**src/rtl/hazard_scoreboard_unit.sv**
```systemverilog
// Hazard control for the 5-stage core: EX forwarding, load-use and multi-cycle
// scoreboard stalls, redirect flushes and a saturating stall-cycle counter.
module hazard_scoreboard_unit #(
    parameter int RW       = 5,
    parameter int NUM_REGS = 32,
    parameter int MC_LAT   = 4,
    parameter int CW       = 3,
    parameter int SCW      = 16
) (
    input  logic                clk,
    input  logic                rst,
    input  logic [RW-1:0]       Rs1D,
    input  logic [RW-1:0]       Rs2D,
    input  logic [RW-1:0]       RdD,
    input  logic                useRs1D,
    input  logic                useRs2D,
    input  logic                regWriteD,
    input  logic                mcOpD,
    input  logic [RW-1:0]       Rs1E,
    input  logic [RW-1:0]       Rs2E,
    input  logic [RW-1:0]       RdE,
    input  logic                regWriteE,
    input  logic                loadE,
    input  logic                mcOpE,
    input  logic [1:0]          PCSrcE,
    input  logic [RW-1:0]       RdM,
    input  logic                regWriteM,
    input  logic [RW-1:0]       RdW,
    input  logic                regWriteW,
    output logic                stallF,
    output logic                stallD,
    output logic                flushD,
    output logic                flushE,
    output logic [1:0]          forwardAE,
    output logic [1:0]          forwardBE,
    output logic                mcBusy,
    output logic [NUM_REGS-1:0] pendingMask,
    output logic [SCW-1:0]      stallCount
);

    localparam logic [RW-1:0]  REG_ZERO = {RW{1'b0}};
    localparam logic [CW-1:0]  CNT_ONE  = CW'(1);
    localparam logic [SCW-1:0] SC_MAX   = {SCW{1'b1}};

    logic [CW-1:0]       mcCnt_r;
    logic [RW-1:0]       rdInFlight_r;
    logic [NUM_REGS-1:0] pendingMask_r;
    logic [NUM_REGS-1:0] pendNext_s;
    logic [SCW-1:0]      stallCount_r;
    logic                loadUse_s;
    logic                sbRaw_s;
    logic                sbWaw_s;
    logic                structural_s;
    logic                hz_s;
    logic                redirect_s;

    // M-stage result is younger than W, so it takes priority
    function automatic logic [1:0] fwdSel(
        input logic [RW-1:0] src,
        input logic          wrM,
        input logic [RW-1:0] rdM,
        input logic          wrW,
        input logic [RW-1:0] rdW
    );
        logic [1:0] sel;
        if (wrM && (rdM != REG_ZERO) && (rdM == src)) begin
            sel = 2'b10;
        end else if (wrW && (rdW != REG_ZERO) && (rdW == src)) begin
            sel = 2'b01;
        end else begin
            sel = 2'b00;
        end
        return sel;
    endfunction

    // Forwarding selects and hazard detection
    always_comb begin
        forwardAE    = fwdSel(Rs1E, regWriteM, RdM, regWriteW, RdW);
        forwardBE    = fwdSel(Rs2E, regWriteM, RdM, regWriteW, RdW);
        loadUse_s    = loadE && regWriteE && (RdE != REG_ZERO) &&
                       ((useRs1D && (Rs1D == RdE)) || (useRs2D && (Rs2D == RdE)));
        sbRaw_s      = (useRs1D && pendingMask_r[Rs1D]) || (useRs2D && pendingMask_r[Rs2D]);
        sbWaw_s      = regWriteD && (RdD != REG_ZERO) && pendingMask_r[RdD];
        structural_s = mcOpD && (mcCnt_r > CNT_ONE);
        hz_s         = loadUse_s | sbRaw_s | sbWaw_s | structural_s;
        redirect_s   = (PCSrcE != 2'b00);
    end

    // Redirect squashes the wrong-path instructions and overrides any stall
    always_comb begin
        stallF = 1'b0;
        stallD = 1'b0;
        flushD = 1'b0;
        flushE = 1'b0;
        if (redirect_s) begin
            flushD = 1'b1;
            flushE = 1'b1;
        end else begin
            stallF = hz_s;
            stallD = hz_s;
            flushE = hz_s;
        end
    end

    // Next scoreboard: retire clear first so a same-register issue wins
    always_comb begin
        pendNext_s = pendingMask_r;
        if (mcCnt_r == CNT_ONE) begin
            pendNext_s[rdInFlight_r] = 1'b0;
        end else begin
            pendNext_s = pendingMask_r;
        end
        if (mcOpE && (RdE != REG_ZERO)) begin
            pendNext_s[RdE] = 1'b1;
        end else begin
            pendNext_s = pendNext_s;
        end
        pendNext_s[0] = 1'b0;
    end

    // Multi-cycle latency counter, in-flight destination and scoreboard
    always_ff @(posedge clk or posedge rst) begin
        if (rst) begin
            mcCnt_r       <= {CW{1'b0}};
            rdInFlight_r  <= REG_ZERO;
            pendingMask_r <= {NUM_REGS{1'b0}};
        end else begin
            pendingMask_r <= pendNext_s;
            if (mcOpE) begin
                mcCnt_r      <= CW'(MC_LAT);
                rdInFlight_r <= RdE;
            end else if (mcCnt_r != {CW{1'b0}}) begin
                mcCnt_r <= mcCnt_r - CNT_ONE;
            end else begin
                mcCnt_r <= mcCnt_r;
            end
        end
    end

    // Saturating count of decode stall cycles
    always_ff @(posedge clk or posedge rst) begin
        if (rst) begin
            stallCount_r <= {SCW{1'b0}};
        end else if (stallD && (stallCount_r != SC_MAX)) begin
            stallCount_r <= stallCount_r + SCW'(1);
        end else begin
            stallCount_r <= stallCount_r;
        end
    end

    assign mcBusy      = (mcCnt_r != {CW{1'b0}});
    assign pendingMask = pendingMask_r;
    assign stallCount  = stallCount_r;

endmodule

```
**config.mk**
```make
export PLATFORM = sky130hd
export DESIGN_NAME = hazard_scoreboard_unit
export DESIGN_NICKNAME = d
export VERILOG_FILES = /design/src/rtl/hazard_scoreboard_unit.sv
export SDC_FILE = /design/constraint.sdc
export NUM_CORES = 1
export LEC_CHECK = 0
export CAP_MARGIN = 20
export CORE_UTILIZATION = 52
export CTS_BUF_LIST = sky130_fd_sc_hd__clkbuf_16
export CTS_CLUSTER_DIAMETER = 60
export CTS_CLUSTER_SIZE = 12
export DETAILED_ROUTE_END_ITERATION = 8
export PLACE_DENSITY_LB_ADDON = 0.3
export RECOVER_POWER = 25
export SYNTH_ARGS = -nofsm -noshare
export SYNTH_HDL_FRONTEND = slang
export SYNTH_SLANG_ARGS = --single-unit
```
**constraint.sdc**
```tcl
create_clock -name clk -period 8.4 [get_ports clk]
set_input_delay 1.68 -clock clk [delete_from_list [all_inputs] [get_ports clk]]
set_output_delay 1.68 -clock clk [all_outputs]
set_load 0.005 [all_outputs]
```
==> After elaboration in Yosys (flattened, before gate mapping) <==
Cells that the tools add are included.
{ "classes": {"addsub": 2, "n_lt_le_gt_ge": 8, "eq_ne": 8, "n_mux": 21, "bitwise_logic": 6, "n_reduce_logical": 29} }
{ "ops": {"columns": ["operator", "n"], "rows": [
  ["$mux 32", 2],
  ["$and 32x32->32", 1],
  ["$not 32->32", 1],
  ["$or 32x32->32", 1],
  ["$eq 5x5->1", 6],
  ["$lt 5x6->1 const B", 5],
  ["$logic_and 1x1->1", 20],
  ["$reduce_bool 5->1", 4],
  ["$add 16x1->16 const B", 1],
  ["$ne 16x16->1 const B", 1],
  ["$bmux 1 s5", 3],
  ["$demux 1 s5", 2],
  ["$ge 5x1->1 const B", 2],
  ["$mux 1", 10],
  ["$mux 3", 2],
  ["$mux 2", 2],
  ["$reduce_bool 2->1", 2],
  ["$eq 3x1->1 const B", 1],
  ["$gt 3x1->1 const B", 1],
  ["$or 1x1->1", 3],
  ["$reduce_bool 3->1", 1],
  ["$sub 3x1->3 const B", 1],
  ["$logic_or 1x1->1", 2]
]} }
{ "word_totals": {"register_bits": 55, "input_bits": 53, "out_inout_bits": 57, "elab_cells": 78} }

==> Longest topological paths before layout <==
Gate-level depths: netlist of the first run.
{ "logic_depth": {"depth_word": 9, "mapped_depth": 10, "ltp_nobuf": 9} }

==> Least setup slack after synthesis of the first run <==
No wires, ideal clock.
{ "synth_path": {"kind": "input port to output port", "from": "in Rs1D[2]", "to": "out stallF", "arrival_ns": 3.634, "required_ns": 6.720, "setup_slack_ns": 3.086, "path_stages": 9, "path_buffers": 2, "path_cell_list": "clkbuf_1 -> mux4_2 -> o32a_1 -> o2bb2ai_1 -> nor3_1 -> or4_4 -> nor2_1 -> nor2_1 -> buf_4"} }
{ "synth_via": {"elab_chain_len": 8, "elab_cells_between_ends": 12, "classes_between": "1 x eq/ne; 3 x mux; 3 x bitwise; 5 x reduce/logical"} }
{ "synth_lines": {"columns": ["item", "line", "rtl"], "rows": [
  ["start, declared", "12", "input logic [RW-1:0] Rs1D,"],
  ["$bmux 1 s5 or $eq 5x5->1 (tied branches)", "82, 81", null],
  ["$mux 1 (implied by the code) or $logic_and 1x1->1 (tied branches)", "82, 81", null],
  ["$logic_and 1x1->1 or $logic_or 1x1->1 (tied branches)", "82, 81", null],
  ["$logic_or 1x1->1 or $logic_and 1x1->1 (tied branches)", "82, 80", null],
  ["$or 1x1->1 * (3 in a row)", "85", "hz_s = loadUse_s | sbRaw_s | sbWaw_s | structural_s;"],
  ["$mux 1 *", null, null],
  ["end, declared", "30", "output logic stallF,"]
]} }
Mark *: on every way between the ends. The rest lies on a longest branch, timed or not. The select of a mux whose other input is x is not followed.

==> Worst setup path in the final report of the first run <==
{ "layout_path": {"from": "in Rs1D[0]", "to": "out flushE"} }
{ "layout_via": {"elab_chain_len": 8, "elab_cells_between_ends": 12, "classes_between": "1 x eq/ne; 3 x mux; 3 x bitwise; 5 x reduce/logical"} }
{ "layout_lines": {"columns": ["item", "line", "rtl"], "rows": [
  ["$bmux 1 s5 or $eq 5x5->1 (tied branches)", "82, 81", null],
  ["$mux 1 (implied by the code) or $logic_and 1x1->1 (tied branches)", "82, 81", null],
  ["$logic_and 1x1->1 or $logic_or 1x1->1 (tied branches)", "82, 81", null],
  ["$logic_or 1x1->1 or $logic_and 1x1->1 (tied branches)", "82, 80", null],
  ["$or 1x1->1 * (3 in a row)", "85", null],
  ["$mux 1 *", "95", "if (redirect_s) begin"],
  ["end, declared", "33", "output logic flushE,"]
]} }
Marked as above.

==> results of run 1 <==
## synthesized netlist by cell type (8+ instances only)
master    count  share of area (%)
nand4_1       8                1.4
o21ai_0      67                9.1
nand3_1      17                2.3
clkbuf_1     14                1.4
nand2_1      19                1.9
xnor2_1      22                5.2
xor2_1       23                5.4
inv_1         8               0.81
mux2_2        9                2.7
nor2_1       12                1.2
dfrtp_1      55                 37
mux4_2       20                 12
nand3b_1     11                2.2
## placed cells by master (no fill, tap or decap), drive strengths merged, types with 2 or more instances in the layout
cell type and n:
and3 6, nor2 12, clkdlybuf4s50 107, o311ai 2, nand2b 4, or3b 4, o21ai 67, nor3 3
a21oi 4, ha 4, mux4 20, xor2 23, nor2b 3, nand3b 11, nand2 19, or4 6
nand4 8, mux2i 6, o211ai 3, clkbuf 6, nor4 6, dfrtp 55, inv 9, o31ai 2
mux2 9, xnor2 22, nand3 17, or3 5
## final timing paths
| check | end | slack [ps] | depth (start not counted) |
|---|---|---|---|
| min | stallCount[5] | 500 | 1 |
| min reg2reg | stallCount[5] | 500 | 1 |
| max reg2reg | stallCount[1] | 5740 | 7 |
| max in group asynchronous | pendingMask[12] | 4350 | 3 |
| min in group asynchronous | stallCount[1] | 2030 | 2 |
| max | flushE | 2070 | 9 |
## power by group
group	switching, mW	total [mW]	internal (mW)
sequential	0.105	0.432	0.327
combinational	0.145	0.371	0.227
clock	0.0982	0.241	0.142
total	0.348	1.04	0.696
## registers in the layout, summed over array words and instances (netlist names)
| register | flops |
|---|---|
| stallCount | 16 |
| pendingMask | 31 |
| mcCnt_r | 3 |
| rdInFlight_r | 5 |
## layer usage
layer / vias to the layer above / part of all wire, % / global-route usage, % / wire, µm
met2: 247 / 48 / 49.1 / 5410
met3: 38 / 10 / 7.14 / 1170
met5: - / 0 / 0 / 0
met1: 1700 / 38 / 40.7 / 4240
li1: 1552 / - / - / -
met4: 0 / 3.2 / 12.0 / 362
## cell families (layout without fill, tap and decap cells)
| group | after synthesis | in the layout |
|---|---|---|
| buf+inv | 31 | 125 |
| simple gates | 110 | 110 |
| other cells | 1 | 1 |
| mux | 35 | 35 |
| fa+ha+maj | 4 | 4 |
| compound gates | 86 | 86 |
| xor+xnor | 45 | 45 |
| flops | 55 | 55 |
## through the flow
stage | total power, mW | area [µm²] | worst slack, ps | hold WS [ps]
floorplan | 0.579 | 3700 | 3090 | 482
global placement | 0.778 | 4790 | 2170 | 481
detailed placement | 0.796 | 4810 | 2080 | 482
CTS | 1.04 | 4980 | 2070 | 499
global route | 1.09 | 4970 | 1930 | 515
finish | 1.04 | 4970 | 2070 | 497
## area by class of cell
| cell class | count | area [µm²] | share of cell area, % |
|---|---|---|---|
| Multi-Input combinational cell | 281 | 2180 | 43.9 |
| Inverter | 8 | 30.0 | 0.605 |
| Clock buffer | 5 | 125 | 2.52 |
| Sequential cell | 55 | 1380 | 27.7 |
| Timing Repair Buffer | 109 | 1080 | 21.8 |
| Clock inverter | 3 | 47.5 | 0.957 |
| Tap cell | 96 | 120 | 2.42 |
==> results.yml, run 1 <==
die:
  ios: 110
  dieHeight_um: 86.4
  rows: 30
  die_w_um: 86.4
  start_util_pct: 54.2
  core_area_mm2: 0.00683
  dieArea_mm2: 0.00746
worst_setup_path:
  crit_fanout: 9
  crit_chain: "clkdlybuf4s50_1, mux4_2, o32a_1, o2bb2ai_1, nor3_1, or4_4, nor2_1, nand2_1, clkdlybuf4s50_1"
  crit_path_start: "Rs1D[0]"
  crit_path_end_kind: "output pin"
  cp.required_ps: 6720
  crit_top_cell: "clkdlybuf4s50_1"
  crit_buf_inv: 2
  path_delay_family: "buffers and inverters"
  worstPathArrival_ps: 4650
  cp_slowest_cell: "clkdlybuf4s50_1"
  r2r-start: "pendingMask[7]"
  path_class: "in2out"
  cp-start-kind: "input pin"
  crit_path_max_incr_delay_ps: 740
clock_network:
  cts.clk_slew.worst_paths_ps: 70
  cts_max_level: 2
  holdBufCountCts: 0
  cts-root-buf: "clkbuf_16"
  clockBufferDepth: 2
  cts_tree: "built"
  postCtsResizedCells: 0
  cts_sinks: 55
  clk_latency_ps: 290
  numCtsBuffers: 5
  postCtsSetupRepairBufs: 0
sta:
  fmax_ghz: 0.158
  fin_skew_ps: 7.63
  setup_violations: 0
  rsz0062_at_grt: "false"
  worst_pin_slew_ps: 1630
  max_slew_margin_pct: -8.56
  tns_ps: 0
  maxSlewViolCount: 32
  hold_viol_final: 0
  period_share_pct: 75.3
  period_minus_slack_ps: 6330
logic_synthesis:
  syn_inst: 367
  synth-edff-count: 0
  synthesis.nets: 424
  yosys.cell_types.count: 47
  yosys_warnings: 0
  async_flop_share_pct: 100
  syn_area_mm2: 0.00370
  synth-compound-area-share_pct: 13.2
  synth.avg_cell_area_um2: 10.1
  yosys.area_share.simple_pct: 17.1
  synthAdderAreaFrac_pct: 1.35
  synth_xor_area_share_pct: 10.6
  muxShareOfSynthArea_pct: 16.5
  synth_ff_type: "dfrtp_1"
  synth_top_family_by_area: "simple AND/OR/NAND/NOR gates"
  ys_ff_latch: 55
  ys_seq_area_share_pct: 37.2
drt:
  vias: 3537
  route.detailed.drc: 0
  viasPerCell: 6.35
  wl_um: 11200
  wl_per_cell_um: 20.1
  drt_first_iter_violations: 407
  drt-pass1-iter-count: 5
  ant_nets: 0
outcome:
  outcome: "finished, violations left"
  violations: "capacitance limit, slew limit"
place:
  gp_congestion: 1.01
  io_buffer_count: 108
  place_hpwl_um: 8290
  dp_cells: 549
worst_hold_path:
  worstHoldStart: "stallCount[5]"
  hold_path.class: "reg2reg"
layout:
  utilization_pct: 72.7
  drive_gt1_share_pct: 9.33
  antenna_cells: 0
  areaGrowthSynthToFinish_pct: 34.1
  fin_nets: 517
  stdcell_count: 557
  fillCellCount: 496
run:
  cap_violations: 1
global_routing:
  grt_use_total_pct: 30.7
  grt_first_pass_wirelength_um: 17300
  grt_max_degree: 32
  globalRouteOverflowTotal: 0
  antenna_found_initial: 0
  grt_pass1_vias: 3414
pwr:
  irDropWorstVdd_uv: 182
  leakagePower_nw: 1.76
  power.density_mw_per_mm2: 210
(Power assumes the default switching activity.)
==> inputs of run 2 (changes only) <==
--- a/config.mk
+++ b/config.mk
@@ -6,7 +6,7 @@
 export NUM_CORES = 1
 export LEC_CHECK = 0
 export CAP_MARGIN = 20
-export CORE_UTILIZATION = 52
+export CORE_UTILIZATION = 43
 export CTS_BUF_LIST = sky130_fd_sc_hd__clkbuf_16
 export CTS_CLUSTER_DIAMETER = 60
 export CTS_CLUSTER_SIZE = 12
==> constraint.sdc (replaced) <==
create_clock -name clk -period 5.6 [get_ports clk]
set_input_delay 1.12 -clock clk [delete_from_list [all_inputs] [get_ports clk]]
set_output_delay 1.12 -clock clk [all_outputs]
set_load 0.005 [all_outputs]
==> run 2 against run 1 <==
  * The flow still finishes with violations (capacitance limit, slew limit)
  * Combinational power rose by 49%
  * Count of clock-buffer cells in the layout unchanged
  * Cell count increased by 2.2%
  * Routed wire length down 5.2%
  * Via count fell by 3.7%
  * Clock skew fell by 2.1 ps
  * Worst hold slack better by 4.0 ps
  * Largest cell class unchanged
==> results.yml, run 2 (same netlist as run 1, synthesis figures left out) <==
place:
  place_hpwl_um: 8150
  io_buffer_count: 108
  gp_congestion: 0.884
drt:
  wl_um: 10600
  route.detailed.drc: 0
  wl_per_cell_um: 18.6
  vias: 3406
  drt-pass1-iter-count: 4
  drt_first_iter_violations: 268
  ant_nets: 0
  viasPerCell: 5.99
die:
  ios: 110
  die_w_um: 94.8
  dieHeight_um: 94.8
  start_util_pct: 44.8
  core_area_mm2: 0.00826
  dieArea_mm2: 0.00899
  rows: 33
global_routing:
  grt_pass1_vias: 3286
  grt_use_total_pct: 24.3
  grt_max_degree: 40
  antenna_found_initial: 0
  grt_first_pass_wirelength_um: 16800
  globalRouteOverflowTotal: 0
clock_network:
  cts_tree: "built"
  holdBufCountCts: 0
  cts-root-buf: "clkbuf_16"
  postCtsSetupRepairBufs: 0
  clockBufferDepth: 2
  cts_sinks: 55
  cts_max_level: 2
  postCtsResizedCells: 0
  clk_latency_ps: 290
  numCtsBuffers: 5
  cts.clk_slew.worst_paths_ps: 70
pwr:
  power.density_mw_per_mm2: 307
  leakagePower_nw: 1.77
  irDropWorstVdd_uv: 204
sta:
  maxSlewViolCount: 40
  tns_ps: 0
  period_share_pct: 91.9
  setup_violations: 0
  worst_pin_slew_ps: 2070
  hold_viol_final: 0
  max_slew_margin_pct: -37.7
  fin_skew_ps: 5.57
  period_minus_slack_ps: 5150
  rsz0062_at_grt: "false"
  fmax_ghz: 0.194
worst_setup_path:
  cp_slowest_cell: "clkdlybuf4s50_1"
  worstPathArrival_ps: 4030
  r2r-start: "pendingMask[4]"
  crit_fanout: 9
  cp.required_ps: 4480
  crit_top_cell: "clkdlybuf4s50_1"
  crit_chain: "clkdlybuf4s50_1, mux4_2, o32a_1, o2bb2ai_1, nor3_1, or4_4, nor2_1, nand2_1, clkdlybuf4s50_1"
  rr_endpoint: "stallCount[1]"
  rr_worst_depth: 7
  crit_path_max_incr_delay_ps: 740
  cp-start-kind: "input pin"
  crit_path_end_kind: "output pin"
  r2r_setup_slack_ps: 3030
  path_class: "in2out"
layout:
  antenna_cells: 0
  layout.cells.most_common: "clkdlybuf4s50_1"
  utilization_pct: 60.5
  regArea_mm2: 0.00138
  largest_reg_flops: 31
  multi_input_area_mm2: 0.00218
  fillCellCount: 696
  fin_nets: 521
  final_cell_mix: "clkdlybuf4s50_1, o21ai_0, dfrtp_1, xor2_1, xnor2_1"
  areaGrowthSynthToFinish_pct: 35.0
  drive_gt1_share_pct: 9.91
worst_hold_path:
  worstHoldStart: "stallCount[11]"
  min_to: "stallCount[11]"
  hold_path.class: "reg2reg"
  min_path_cells: 1
outcome:
  violations: "capacitance limit, slew limit"
  outcome: "finished, violations left"
run:
  cap_violations: 1
[run 2: cell types whose count changed in the layout (fill, tap and decap cells not counted)]
cell	change
buf_4	+4
clkinv_4	-1
clkinvlp_4	+1
inv_6	-1
[run 2: cell type report]
type | instances | area share [%]
Inverter | 8 | 0.601
Clock buffer | 5 | 2.50
Timing Repair Buffer | 113 | 22.3
Tap cell | 105 | 2.63
Sequential cell | 55 | 27.5
Clock inverter | 2 | 0.751
Multi-Input combinational cell | 281 | 43.7
[run 2: critical path, delay by kind of cell]
kind | cells | cell delay, ps
and+or+nand+nor | 4 | 740
muxes | 1 | 560
AOI/OAI and AO/OA | 2 | 440
buffers and inverters | 2 | 1180
[run 2: per-layer routing]
layer	up-vias	share of wire [%]	GRT usage (%)
met5	-	0	0
met1	1668	43	34.8
met3	8	7.6	3.54
met2	172	49	38.5
met4	0	0.59	6.19
li1	1558	-	-
[run 2: metrics by stage]
stage               area [µm²]  hold WS [ps]  worst slack [ps]  power (mW)  cells
floorplan                 3700           482              1410       0.868    367
global placement          4830           479               456        1.17    561
detailed placement        4850           496               423        1.19    562
CTS                       5010           509               423        1.54    569
global route              5000           535               228        1.62    569
finish                    5000           501               451        1.53    569
[run 2: worst max path at each step]
stage	slack, ps	end	depth (start not counted)	from
after floorplan	1410	stallF	9	Rs1D[2]
after global placement	460	flushE	9	Rs1D[0]
after detailed placement	420	flushE	9	Rs1D[0]
after CTS	420	flushE	9	Rs1D[0]
after global routing	230	stallF	9	Rs1D[0]
final	450	flushE	9	Rs1D[0]
[run 2: where the power goes]
group | total (mW) | leakage, nW | internal [mW] | switching, mW
logic | 0.551 | 1.11 | 0.341 | 0.210
clock network | 0.344 | 0.0759 | 0.208 | 0.136
registers | 0.638 | 0.593 | 0.491 | 0.147
==> inputs of run 3 (changes only) <==
--- a/config.mk
+++ b/config.mk
@@ -6,11 +6,12 @@
 export NUM_CORES = 1
 export LEC_CHECK = 0
 export CAP_MARGIN = 20
-export CORE_UTILIZATION = 43
+export CORE_UTILIZATION = 55
 export CTS_BUF_LIST = sky130_fd_sc_hd__clkbuf_16
 export CTS_CLUSTER_DIAMETER = 60
 export CTS_CLUSTER_SIZE = 12
 export DETAILED_ROUTE_END_ITERATION = 8
+export DONT_BUFFER_PORTS = 1
 export PLACE_DENSITY_LB_ADDON = 0.3
 export RECOVER_POWER = 25
 export SYNTH_ARGS = -nofsm -noshare
==> run 3 against run 2 <==
  * The run ends with DRC left
  * Critical endpoint unchanged
  * Routed wire length down 4.1%
  * Critical path depth decreased by 2
  * Utilization is 0.71 points lower
  * Clock skew is 1.7 ps higher
  * Maximum frequency increased by 31%
==> results.yml, run 3 (same netlist as run 1, synthesis figures left out) <==
worst_setup_path:
  crit_path_end_kind: "output pin"
  cp-start-kind: "input pin"
  path_class: "in2out"
  r2r-start: "pendingMask[5]"
  cp.required_ps: 4480
  crit_fanout: 9
  cp_slowest_cell: "mux4_2"
  crit_path_start: "Rs1D[0]"
  worstPathArrival_ps: 2800
  crit_path_max_incr_delay_ps: 470
  crit_chain: "mux4_2, o32a_1, o2bb2ai_1, nor3_1, or4_4, nor2_1, nand2_1"
sta:
  worst_pin_slew_ps: 1360
  fmax_ghz: 0.255
  period_share_pct: 70.1
  rsz0062_at_grt: "false"
  tns_ps: 0
  maxSlewViolCount: 0
  fin_skew_ps: 7.24
  setup_violations: 0
  fin_hold_ws_ps: 525
  max_slew_margin_pct: 9.23
  period_minus_slack_ps: 3920
  hold_viol_final: 0
die:
  rows: 29
  dieArea_mm2: 0.00706
  start_util_pct: 57.6
  dieHeight_um: 84.0
  ios: 110
  die_w_um: 84.0
  core_area_mm2: 0.00642
pwr:
  leakagePower_nw: 1.32
  power.density_mw_per_mm2: 334
  p_total_mw: 1.28
  irDropWorstVdd_uv: 143
global_routing:
  grt_pass1_vias: 3036
  grt_use_total_pct: 29.4
  grt_first_pass_wirelength_um: 16000
  antenna_found_initial: 0
  grt_max_degree: 56
  globalRouteOverflowTotal: 0
clock_network:
  cts_max_level: 2
  cts-root-buf: "clkbuf_16"
  clockBufferDepth: 2
  postCtsSetupRepairBufs: 0
  postCtsResizedCells: 0
  numCtsBuffers: 5
  cts_tree: "built"
  clk_latency_ps: 300
  holdBufCountCts: 0
  cts_sinks: 55
  cts.clk_slew.worst_paths_ps: 80
place:
  dp_cells: 421
  io_buffer_count: 0
  gp_congestion: 0.935
  place_hpwl_um: 7390
drt:
  drt_first_iter_violations: 235
  drt-pass1-iter-count: 8
  viasPerCell: 7.07
  wl_um: 10200
  wl_per_cell_um: 23.7
  ant_nets: 0
  route.detailed.drc: 14
  vias: 3040
layout:
  final_cell_mix: "o21ai_0, dfrtp_1, xor2_1, xnor2_1, mux4_2"
  antenna_cells: 0
  areaGrowthSynthToFinish_pct: 3.75
  drive_gt1_share_pct: 12.2
  stdcell_count: 430
  layout.cells.most_common: "o21ai_0"
  largest_reg_flops: 31
  fin_nets: 409
outcome:
  outcome: "finished, violations left"
  violations: "DRC"
worst_hold_path:
  hold_path.class: "reg2reg"
  worstHoldStart: "stallCount[11]"
run:
  cap_violations: 0
==> run 3: cell types whose count changed in the layout (fill, tap and decap cells not counted), sizes merged <==
cell,previous run,this run
buf,4,0
bufinv,1,0
clkdlybuf4s50,107,0
clkinv,0,1
dlygate4sd3,1,0
inv,8,9
==> run 3: cell type report <==
class | count | area (µm²)
Clock buffer | 5 | 125
Clock inverter | 3 | 27.5
Fill cell | 526 | 2580
Inverter | 8 | 30.0
Multi-Input combinational cell | 281 | 2180
Sequential cell | 55 | 1380
Tap cell | 77 | 96.3
Timing Repair Buffer | 1 | 3.75
==> run 3: path summary, 6_finish.rpt <==
check | slack, ps | cells after the start | endpoint
hold / removal | 530 | 1 | stallCount[11]
hold reg to reg | 530 | 1 | stallCount[11]
max in group asynchronous | 2800 | 2 | stallCount[12]
setup / recovery | 1680 | 7 | flushE
min in group asynchronous | 990 | 1 | mcCnt_r[1]
setup reg to reg | 2950 | 7 | stallCount[12]
==> run 3: through the flow <==
step / setup WS (ps) / utilization, % / area [µm²]
4_1_cts: 1690 / 59.8 / 3840
3_5_place_dp: 1710 / 57.4 / 3680
2_1_floorplan: 1410 / - / 3700
5_1_grt: 1550 / 59.8 / 3840
3_3_place_gp: 1730 / 57.4 / 3680
6_report: 1680 / 59.8 / 3840
==> run 3: metal layers <==
metal | up-vias | track usage, % | routed length, µm
met5 | - | 0 | 0
met4 | 0 | 10.0 | 325
met3 | 27 | 10.5 | 1120
met2 | 196 | 48.7 | 4810
met1 | 1487 | 35.6 | 3910
li1 | 1330 | - | -
==> run 3: worst max-delay path: cells and delay by family <==
kind	cells	cell delay, ps
simple gates	4	770
compound gates	2	440
mux	1	470
==> run 3: where the power goes <==
part	internal [mW]	leakage, nW	switching (mW)
Combinational	0.171	0.658	0.141
Sequential	0.490	0.593	0.156
Clock	0.170	0.0719	0.155
